<file path="src/rtl/queue_entry_serializer_pkg.sv">
// Shared types and defaults for the queue entry serializer and its upstream queue.
// Latency: n/a (types and constants only).
// Backpressure: n/a.
package queue_entry_serializer_pkg;

   localparam int DEF_ENTRY_W = 64;
   localparam int DEF_BEAT_W  = 16;

   // Counter width for n beats; a single-beat entry still gets a 1-bit field.
   function automatic int cnt_width(input int n);
      return (n > 1) ? $clog2(n) : 1;
   endfunction

   localparam int DEF_NUM_BEATS  = DEF_ENTRY_W / DEF_BEAT_W;
   localparam int DEF_BEAT_CNT_W = cnt_width(DEF_NUM_BEATS);

   typedef enum logic {
      ST_IDLE      = 1'b0,
      ST_SERIALIZE = 1'b1
   } state_e;

   // One queue slot: the entry plus its beat-count sideband (beats minus 1).
   typedef struct packed {
      logic [DEF_BEAT_CNT_W-1:0] len;
      logic [DEF_ENTRY_W-1:0]    data;
   } req_t;

endpackage

</file>
<file path="src/rtl/queue_entry_serializer.sv">
// Pops one wide queue entry and replays it LSB-first as narrow beats with a last flag.
// Latency: first beat registered 1 cycle after accept; 1 beat/cycle incl. entry boundaries.
// Backpressure: beat outputs hold while beat_ack_in low; queue acked only when idle or on last-beat ack.
module queue_entry_serializer
   import queue_entry_serializer_pkg::*;
#(
   parameter int SINGLE_ENTRY_WIDTH_IN_BITS = DEF_ENTRY_W,
   parameter int BEAT_WIDTH_IN_BITS         = DEF_BEAT_W,
   parameter int NUM_BEATS                  = SINGLE_ENTRY_WIDTH_IN_BITS / BEAT_WIDTH_IN_BITS,
   parameter int BEAT_CNT_WIDTH_IN_BITS     = cnt_width(NUM_BEATS)
) (
   input  logic                                  clk_in,
   input  logic                                  reset_n_in,
   input  logic                                  flush_in,
   input  logic [SINGLE_ENTRY_WIDTH_IN_BITS-1:0] request_in,
   input  logic [BEAT_CNT_WIDTH_IN_BITS-1:0]     request_len_in,
   input  logic                                  request_valid_in,
   output logic                                  issue_ack_out,
   output logic [BEAT_WIDTH_IN_BITS-1:0]         beat_out,
   output logic                                  beat_valid_out,
   output logic                                  beat_last_out,
   input  logic                                  beat_ack_in,
   output logic                                  busy_out
);

   state_e                                state_q, state_d;
   logic [SINGLE_ENTRY_WIDTH_IN_BITS-1:0] entry_q, entry_d;
   logic [BEAT_CNT_WIDTH_IN_BITS-1:0]     len_q, len_d;
   logic [BEAT_CNT_WIDTH_IN_BITS-1:0]     cnt_q, cnt_d, cnt_nxt;
   logic [BEAT_WIDTH_IN_BITS-1:0]         beat_q, beat_d;
   logic                                  beat_vld_q, beat_vld_d;
   logic                                  beat_last_q, beat_last_d;
   logic                                  last_done, beat_adv, accept;

   // The queue ack only looks at local state and the downstream ack, never at
   // request_valid_in, so no combinational loop forms through the queue.
   assign last_done     = beat_vld_q & beat_last_q & beat_ack_in;
   assign issue_ack_out = ~flush_in & ((state_q == ST_IDLE) | last_done);
   assign accept        = issue_ack_out & request_valid_in;
   assign beat_adv      = beat_vld_q & beat_ack_in & ~beat_last_q;
   assign cnt_nxt       = cnt_q + BEAT_CNT_WIDTH_IN_BITS'(1);

   assign beat_out       = beat_q;
   assign beat_valid_out = beat_vld_q;
   assign beat_last_out  = beat_last_q;
   assign busy_out       = (state_q == ST_SERIALIZE);

   // Next state: flush beats everything, then accept (which also covers the
   // back-to-back case), then end of entry, then advance to the next beat.
   always_comb begin
      state_d     = state_q;
      entry_d     = entry_q;
      len_d       = len_q;
      cnt_d       = cnt_q;
      beat_d      = beat_q;
      beat_vld_d  = beat_vld_q;
      beat_last_d = beat_last_q;
      if (flush_in) begin
         state_d     = ST_IDLE;
         cnt_d       = '0;
         beat_d      = '0;
         beat_vld_d  = 1'b0;
         beat_last_d = 1'b0;
      end else if (accept) begin
         state_d     = ST_SERIALIZE;
         entry_d     = request_in;
         len_d       = request_len_in;
         cnt_d       = '0;
         beat_d      = request_in[BEAT_WIDTH_IN_BITS-1:0];
         beat_vld_d  = 1'b1;
         beat_last_d = (request_len_in == '0);
      end else if (last_done) begin
         state_d     = ST_IDLE;
         beat_d      = '0;
         beat_vld_d  = 1'b0;
         beat_last_d = 1'b0;
      end else if (beat_adv) begin
         // Only advances while not on the last beat, so cnt never passes len.
         cnt_d       = cnt_nxt;
         beat_d      = entry_q[cnt_nxt * BEAT_WIDTH_IN_BITS +: BEAT_WIDTH_IN_BITS];
         beat_last_d = (cnt_nxt == len_q);
      end
   end

   // State and output registers; reset discards any entry in flight at once.
   always_ff @(posedge clk_in or negedge reset_n_in) begin
      if (!reset_n_in) begin
         state_q     <= ST_IDLE;
         entry_q     <= '0;
         len_q       <= '0;
         cnt_q       <= '0;
         beat_q      <= '0;
         beat_vld_q  <= 1'b0;
         beat_last_q <= 1'b0;
      end else begin
         state_q     <= state_d;
         entry_q     <= entry_d;
         len_q       <= len_d;
         cnt_q       <= cnt_d;
         beat_q      <= beat_d;
         beat_vld_q  <= beat_vld_d;
         beat_last_q <= beat_last_d;
      end
   end

endmodule

</file>
<file path="config.mk">
export PLATFORM = sky130hd
export DESIGN_NAME = queue_entry_serializer
export DESIGN_NICKNAME = d
export VERILOG_FILES = /design/src/rtl/queue_entry_serializer_pkg.sv /design/src/rtl/queue_entry_serializer.sv
export SDC_FILE = /design/constraint.sdc
export NUM_CORES = 1
export LEC_CHECK = 0
export ABC_AREA = 1
export BUFFER_PORTS_ARGS = -buffer_cell sky130_fd_sc_hd__buf_2
export CAP_MARGIN = 25
export CORE_MARGIN = 3
export CORE_UTILIZATION = 45
export DETAILED_ROUTE_END_ITERATION = 8
export PLACE_DENSITY = 0.74
export SLEW_MARGIN = 20
export SYNTH_ARGS = -nofsm -noshare
export SYNTH_HDL_FRONTEND = slang
export SYNTH_SLANG_ARGS = --single-unit
</file>
<file path="constraint.sdc">
create_clock -name clk_in -period 1.4 [get_ports clk_in]
set_clock_uncertainty 0.2 [all_clocks]
set_input_delay 0.42 -clock clk_in [delete_from_list [all_inputs] [get_ports clk_in]]
set_output_delay 0.42 -clock clk_in [all_outputs]
set_load 0.005 [all_outputs]
</file>
==> impl_results.rst, run 1 <==
.. list-table::
   :header-rows: 1

   * - Metric
     - Value
   * - Worst min path class
     - in2reg
   * - Remaining max-slew budget at the tightest pin
     - 0.684
   * - Cell at the root of the clock tree
     - sky130_fd_sc_hd__clkbuf_8
   * - Comb power frac
     - 0.280
   * - Final hold slack
     - 0.0544 ns
   * - Iteration count of the initial detailed-routing pass
     - 9
   * - Number of global-route vias before repair
     - 4,223
   * - Die footprint
     - 10,500 um2
   * - Clock share of power
     - 0.246
   * - Port Buf Inserts
     - 90
   * - Clock tree from TritonCTS
     - done
   * - Initial Util
     - 0.472
   * - Std-Cell Core Area
     - 8850 um2
   * - Layout Cells excl Fill
     - 839
   * - Pin count of the biggest net entering global routing
     - 42
   * - Initial antenna violation count
     - 0
   * - Setup slack of the most critical reg-to-reg path
     - -0.42 ns
   * - Residual DRC count
     - 1
   * - Area growth from synthesis to final layout
     - 45.5%
   * - Setup violations, final
     - 105
   * - Worst Hold Path Cells
     - 3
   * - Vias per std cell
     - 5.21
   * - Startpoint of the worst hold path
     - request_in[24]
   * - Internal power contribution
     - 4.50 mW
   * - Total nets after synthesis
     - 654
   * - Share of final-layout standard cells stronger than drive strength 1
     - 0.301
   * - Mean Syn Cell Area
     - 7.17 um2
   * - Pin slew with the least headroom to its limit
     - 0.474 ns
   * - Total clock buffers created by CTS
     - 9
   * - WP data required
     - 0.78 ns
   * - Highest fanout seen on the critical path
     - 3
   * - Largest stage delay on the critical path
     - 0.45 ns
   * - Commonest non-fill, non-tap cell in the layout
     - sky130_fd_sc_hd__nand2_1
   * - Critical path buffers and inverters
     - 3
   * - Average wire per standard cell
     - 16.7 um
   * - Final instance area
     - 6080 um2
   * - Worst setup margin
     - -0.467 ns
   * - Number of placed instances, taps included
     - 777
   * - Switching power summed over all nets
     - 2.09 mW
   * - CP endpoint kind
     - output port
   * - Failing checks
     - design-rule violations, negative setup slack
   * - Type of the worst setup path
     - reg2out
   * - Cell-by-cell trace of the critical path
     - nand3_4 -> nand2_4 -> buf_6 -> inv_2 -> nor2_1 -> buf_2
   * - Max-capacitance violation count
     - 0
   * - 1st-iter DRT viols
     - 383
   * - Setup crit start kind
     - register
   * - Register bit count reported by yosys
     - 86
   * - Final Util
     - 0.687
   * - Horizontal extent of the die
     - 102 um
   * - Largest buffer count on any clock path
     - 2
   * - Unrepaired setup endpoints after global routing
     - yes
   * - Final count of pins violating max slew
     - 0
   * - Min cycle time layout
     - 1.87 ns
   * - Final ANT Viol Nets
     - 0
   * - Post-Route Setup TNS
     - -34.13 ns
   * - GR Util All Layers
     - 0.267
   * - Worst VDD drop
     - 0.521 mV
   * - Final #Nets
     - 798
   * - Worst reg-to-reg path cell count
     - 9
   * - Remaining global-route overflow
     - 0
   * - Number of levels the H-tree was split into
     - 3
   * - Total power divided by cell area
     - 1090 nW/um2
   * - Placement Cell Area
     - 4880 um2
   * - Std cell rows
     - 34
   * - Half-perimeter wire length of the detailed placement result
     - 7.36 mm
   * - Cell family contributing the most delay on the critical path
     - flip-flops
   * - Reg2Reg Launch Point
     - beat_valid_out
   * - Sequential cell area fraction in the yosys report
     - 0.515
   * - Clock slew at reported path FFs
     - 0.09 ns
   * - Commonest cells after routing, fill and taps aside
     - 387 x sky130_fd_sc_hd__nand2_1, 88 x sky130_fd_sc_hd__buf_2, 84 x sky130_fd_sc_hd__dfrtp_1, 30 x sky130_fd_sc_hd__buf_4, 26 x sky130_fd_sc_hd__nand2_2
   * - Post-Route WL
     - 14.0 mm
   * - Antenna Cells
     - 0
   * - Switching Share
     - 0.317
   * - Run status
     - finished, violations left
   * - Cells after synthesis
     - 583
   * - Number of hold violations in the final report
     - 0
   * - Pre-CTS WS
     - -0.399 ns
   * - Leakage power
     - 3.57 nW
   * - Count of boundary I/O pins
     - 91
   * - Proportion of power drawn by flip-flops and latches
     - 0.474
   * - Placer congestion estimate
     - 0.857
   * - Count of synthesis-stage warnings from yosys
     - 0
   * - Hold EP
     - entry_q[24]
   * - First-pass GRT wire length
     - 21.2 mm
   * - Count of unique library cells instantiated by Yosys
     - 19
   * - Worst-Skew Late Latency
     - 0.35 ns
   * - Fraction of the cycle the final worst path needs
     - 1.33
   * - Reg2reg end
     - entry_q[6]
   * - Cell with the largest stage delay on the worst path
     - sky130_fd_sc_hd__dfrtp_2
   * - Y dimension of the die
     - 102 um
   * - Achievable frequency
     - 0.536 GHz
   * - Post-synthesis cell area
     - 4180 um2
   * - Worst path arrival time
     - 1.25 ns
   * - Total chip power
     - 6.60 mW
   * - Vias after detailed routing
     - 4,368
   * - Number of clock sinks
     - 86
==> cell usage after synthesis <==
library cell | count | area, um2
sky130_fd_sc_hd__clkbuf_1 | 3 | 11.3
sky130_fd_sc_hd__clkinv_1 | 1 | 3.75
sky130_fd_sc_hd__nor2_1 | 9 | 33.8
sky130_fd_sc_hd__nand3_1 | 19 | 95.1
sky130_fd_sc_hd__inv_1 | 10 | 37.5
sky130_fd_sc_hd__o21ai_0 | 2 | 10.0
sky130_fd_sc_hd__nand3_4 | 2 | 35.0
sky130_fd_sc_hd__nand2_2 | 3 | 18.8
sky130_fd_sc_hd__buf_2 | 15 | 75.1
sky130_fd_sc_hd__buf_6 | 5 | 56.3
sky130_fd_sc_hd__buf_1 | 1 | 3.75
sky130_fd_sc_hd__a21oi_4 | 1 | 16.3
sky130_fd_sc_hd__o2111ai_1 | 1 | 8.76
sky130_fd_sc_hd__a21oi_1 | 3 | 15.0
sky130_fd_sc_hd__nor2_2 | 1 | 6.26
sky130_fd_sc_hd__dfrtp_1 | 86 | 2150
sky130_fd_sc_hd__buf_4 | 5 | 37.5
sky130_fd_sc_hd__inv_2 | 2 | 7.51
sky130_fd_sc_hd__nand2_1 | 414 | 1550
==> worst reg2reg max path, cell delays in order, from the launching register on <==
cell                        delay, ns
sky130_fd_sc_hd__dfrtp_2         0.42
sky130_fd_sc_hd__nand3_4         0.09
sky130_fd_sc_hd__nand2_4         0.08
sky130_fd_sc_hd__buf_4           0.12
sky130_fd_sc_hd__nand3_4         0.11
sky130_fd_sc_hd__buf_12          0.17
sky130_fd_sc_hd__buf_6           0.13
sky130_fd_sc_hd__bufbuf_16       0.27
sky130_fd_sc_hd__nand2_1         0.06
sky130_fd_sc_hd__nand2_1         0.05
==> sequential cells by signal, summed over array words and instances (netlist names) <==
signal	count
entry_q	64
beat_out	16
cnt_q	2
len_q	2
beat_last_out	1
beat_valid_out	1
==> layer usage <==
layer,vias to the layer above,GRT usage,part of all wire,routed length (um)
met3,42,0.0505,0.080,1110
li1,2055,-,-,-
met4,0,0.0999,0.033,459
met2,209,0.429,0.48,6670
met5,-,0,0,0
met1,2062,0.359,0.41,5730
==> kinds of logic after synthesis <==
kind of cell / share of synthesized area
AOI/OAI and AO/OA: 0.0120
buffers and inverters: 0.0557
DFF: 0.515
and+or+nand+nor: 0.417
==> timing repair <==
item,in CTS,in global routing
hold buffers,1,0
resized for setup,50,21
buffers inserted,23,6
pin swaps,4,1
setup endpoints to repair,105,105
gates cloned,16,3
endpoints found under the hold margin,13,0
==> cell type report <==
type | instances | area (um2)
timing repair buffer | 161 | 1620
inverter | 13 | 72.6
clock inverter | 3 | 20.0
fill | 677 | 2770
clock buffer | 12 | 155
multi-input combinational | 455 | 1910
sequential | 86 | 2150
timing repair inverter | 1 | 16.3
tap | 108 | 135
==> power groups by stage <==
stage	clock [mW]	sequential [mW]	combinational (mW)
final	1.62	3.13	1.84
after global routing	1.76	3.16	2.04
after CTS	1.64	3.10	1.71
after detailed placement	0	3.15	1.34
after global placement	0	3.13	1.31
after floorplan	0	3.10	0.852
==> worst max-delay path by stage <==
stage	slack, ns	end	from	depth (start not counted)
floorplan	-0.13	beat_out[0]	beat_last_out	9
global placement	-0.33	beat_last_out	beat_ack_in	7
detailed placement	-0.40	beat_last_out	beat_ack_in	7
CTS	-0.47	issue_ack_out	beat_valid_out	6
global route	-0.50	issue_ack_out	beat_last_out	6
finish	-0.47	issue_ack_out	beat_valid_out	6
Power figures use the tool's default switching activity.
==> run 2, diff against run 1 <==
--- a/config.mk
+++ b/config.mk
@@ -11,7 +11,7 @@
 export CORE_MARGIN = 3
 export CORE_UTILIZATION = 45
 export DETAILED_ROUTE_END_ITERATION = 8
-export PLACE_DENSITY = 0.74
+export PLACE_DENSITY = 0.71
 export SLEW_MARGIN = 20
 export SYNTH_ARGS = -nofsm -noshare
 export SYNTH_HDL_FRONTEND = slang
==> constraint.sdc (replaced) <==
create_clock -name clk_in -period 2.3 [get_ports clk_in]
set_clock_uncertainty 0.2 [all_clocks]
set_input_delay 0.69 -clock clk_in [delete_from_list [all_inputs] [get_ports clk_in]]
set_output_delay 0.69 -clock clk_in [all_outputs]
set_load 0.005 [all_outputs]
==> run 2 against run 1 <==
Net effect: the run now ends clean; register-to-register slack improved by 0.98 ns; critical path depth fell by 1; sequential power is 40% lower; final area shrank 18%; clock-buffer cell count is 2 lower; combinational power down 58%; critical path type unchanged; largest cell class unchanged; highest routed layer unchanged.
==> impl_results.rst, run 2 (synthesis gave the netlist of run 1 again) <==
.. list-table::
   :header-rows: 1

   * - Metric
     - Value
   * - Final hold slack
     - 0.0925 ns (+0.0382 ns)
   * - Number of clock sinks
     - 86 (unchanged)
   * - Largest buffer count on any clock path
     - 2 (unchanged)
   * - Share of final-layout standard cells stronger than drive strength 1
     - 0.188 (-0.113)
   * - Number of levels the H-tree was split into
     - 3 (unchanged)
   * - Initial antenna violation count
     - 0 (unchanged)
   * - Unrepaired setup endpoints after global routing
     - no
   * - Worst-Skew Late Latency
     - 0.35 ns (about the same)
   * - Final ANT Viol Nets
     - 0 (unchanged)
   * - Residual DRC count
     - 0 (-1)
   * - Pin count of the biggest net entering global routing
     - 74 (+76%)
   * - Die footprint
     - 10,500 um2 (unchanged)
   * - Antenna Cells
     - 0 (unchanged)
   * - Switching Share
     - 0.296 (-0.0216)
   * - Hold-fix buffers at CTS
     - 0 (-1)
   * - Number of post-CTS setup repair buffers
     - 0 (-100%)
   * - Number of global-route vias before repair
     - 3,654 (-13%)
   * - 1st-iter DRT viols
     - 163 (-57%)
   * - Min cycle time layout
     - 2.17 ns
   * - Setup crit start kind
     - register
   * - Reg2Reg Launch Point
     - beat_valid_out
   * - Post-Route Setup TNS
     - 0 ns (+34.13 ns)
   * - Run status
     - completed
   * - Placement Cell Area
     - 4730 um2 (-2.9%)
   * - Pin slew with the least headroom to its limit
     - 0.475 ns (+0.00141 ns)
   * - Highest fanout seen on the critical path
     - 6 (+3)
   * - Clock tree from TritonCTS
     - done
   * - Proportion of power drawn by flip-flops and latches
     - 0.491 (+0.017)
   * - Commonest cells after routing, fill and taps aside
     - 414 x sky130_fd_sc_hd__nand2_1, 89 x sky130_fd_sc_hd__buf_2, 86 x sky130_fd_sc_hd__dfrtp_1, 19 x sky130_fd_sc_hd__nand3_1
   * - Std-Cell Core Area
     - 8850 um2 (unchanged)
   * - Iteration count of the initial detailed-routing pass
     - 6 (-3)
   * - Switching power summed over all nets
     - 1.14 mW (-46%)
   * - Achievable frequency
     - 0.461 GHz
   * - Vias after detailed routing
     - 3,751 (-14%)
   * - Initial Util
     - 0.472 (unchanged)
   * - Final count of pins violating max slew
     - 0 (unchanged)
   * - Remaining global-route overflow
     - 0 (unchanged)
   * - Worst min path class
     - in2async
   * - Number of hold violations in the final report
     - 0 (unchanged)
   * - Remaining max-slew budget at the tightest pin
     - 0.683 (-0.000938)
   * - CP endpoint kind
     - output port
   * - First-pass GRT wire length
     - 17.0 mm (-20%)
   * - Cell at the root of the clock tree
     - sky130_fd_sc_hd__clkbuf_8
   * - Worst setup margin
     - 0.132 ns (+0.599 ns)
   * - GR Util All Layers
     - 0.206 (-0.0610)
   * - Total power divided by cell area
     - 775 nW/um2 (-29%)
   * - Number of flip-flops in the largest register
     - 64 (unchanged)
   * - Std cell rows
     - 34 (unchanged)
   * - Number of cells upsized or downsized after cts
     - 0 (-100%)
   * - Final instance area
     - 4960 um2 (-18%)
   * - Final Util
     - 0.560 (-0.127)
   * - Half-perimeter wire length of the detailed placement result
     - 7.09 mm (-3.7%)
   * - Comb power frac
     - 0.202 (-0.078)
   * - Type of the worst setup path
     - reg2out
   * - Horizontal extent of the die
     - 102 um (unchanged)
   * - Cell with the largest stage delay on the worst path
     - sky130_fd_sc_hd__dfrtp_1
   * - Average wire per standard cell
     - 13.2 um (-21%)
   * - Pre-CTS WS
     - 0.156 ns (+0.555 ns)
   * - Internal power contribution
     - 2.70 mW (-40%)
   * - Y dimension of the die
     - 102 um (unchanged)
   * - Worst VDD drop
     - 0.340 mV (-35%)
   * - Cell-by-cell trace of the critical path
     - nand3_4 -> nand2_2 -> inv_1 -> nor2_1 -> buf_2
   * - Max-capacitance violation count
     - 0 (unchanged)
   * - Largest stage delay on the critical path
     - 0.48 ns (+0.03 ns)
   * - Leakage power
     - 3.00 nW (-16%)
   * - Fraction of the cycle the final worst path needs
     - 0.942
   * - Placer congestion estimate
     - 0.822 (-4.1%)
   * - Port Buf Inserts
     - 90 (unchanged)
   * - Setup violations, final
     - 0 (-100%)
   * - Post-Route WL
     - 10.3 mm (-26%)
   * - Register with the most flip-flops
     - entry_q
   * - Area growth from synthesis to final layout
     - 18.6%
   * - Commonest non-fill, non-tap cell in the layout
     - sky130_fd_sc_hd__nand2_1
   * - Clock share of power
     - 0.308 (+0.062)
   * - Total clock buffers created by CTS
     - 9 (unchanged)
   * - Worst path arrival time
     - 1.28 ns (+0.03 ns)
   * - Count of boundary I/O pins
     - 91 (unchanged)
   * - Launch point of the critical path
     - beat_valid_out
   * - Final #Nets
     - 738 (-7.5%)
   * - Vias per std cell
     - 4.82 (-7.5%)
   * - WP data required
     - 1.41 ns (+0.63 ns)
   * - Clock slew at reported path FFs
     - 0.08 ns (about the same)
## run 2: cell types whose count changed in the layout (fill, tap and decap cells not counted), moves of 3 or more
| cell | before | now |
|---|---|---|
| sky130_fd_sc_hd__buf_16 | 8 | 0 |
| sky130_fd_sc_hd__bufbuf_16 | 7 | 0 |
| sky130_fd_sc_hd__buf_6 | 7 | 0 |
| sky130_fd_sc_hd__nand2_4 | 4 | 0 |
| sky130_fd_sc_hd__nand2_1 | 387 | 414 |
| sky130_fd_sc_hd__clkbuf_16 | 3 | 0 |
| sky130_fd_sc_hd__nand2_2 | 26 | 3 |
| sky130_fd_sc_hd__buf_12 | 17 | 5 |
| sky130_fd_sc_hd__buf_4 | 30 | 8 |
## run 2: worst max-delay path: cells and delay by family (launching register included)
| family | cells | cell delay, ns |
|---|---|---|
| buffers and inverters | 2 | 0.17 |
| AND/OR/NAND/NOR | 3 | 0.28 |
| flip-flops | 1 | 0.48 |
## run 2: path summary, 6_finish.rpt
check                                end  slack, ns  cells after the start
setup reg to reg             beat_out[1]       0.56                      8
setup / recovery           issue_ack_out       0.13                      5
hold reg to reg             beat_out[10]       0.28                      2
min in group clk_in         beat_out[10]       0.28                      2
max in group asynchronous  beat_last_out       1.28                      2
hold / removal               entry_q[59]       0.09                      1
## run 2: cell type report
| class | count | area [um2] |
|---|---|---|
| tap | 108 | 135 |
| multi-input combinational | 455 | 1790 |
| fill | 859 | 3890 |
| clock buffer | 10 | 138 |
| sequential | 86 | 2150 |
| timing repair buffer | 102 | 606 |
| inverter | 13 | 48.8 |
| clock inverter | 5 | 83.8 |
## run 2: per-layer routing
layer	track usage	share of wire	up-vias	routed length (um)
li1	-	-	1927	-
met5	0	0	-	0
met3	0.0375	0.046	8	473
met2	0.345	0.48	85	4970
met1	0.275	0.46	1731	4730
met4	0.0535	0.011	0	112
## run 2: through the flow
stage | cells | total power, mW
after global routing | 779 | 4.09
final | 779 | 3.84
after floorplan | 583 | 2.40
after global placement | 764 | 2.66
after detailed placement | 764 | 2.69
after CTS | 779 | 3.88
## run 2: power groups by stage
| stage | clock (mW) | combinational [mW] | sequential, mW |
|---|---|---|---|
| final | 1.18 | 0.774 | 1.88 |
| after global routing | 1.27 | 0.904 | 1.91 |
| after CTS | 1.20 | 0.788 | 1.88 |
| after detailed placement | 0 | 0.784 | 1.91 |
| after global placement | 0 | 0.761 | 1.90 |
| after floorplan | 0 | 0.516 | 1.88 |
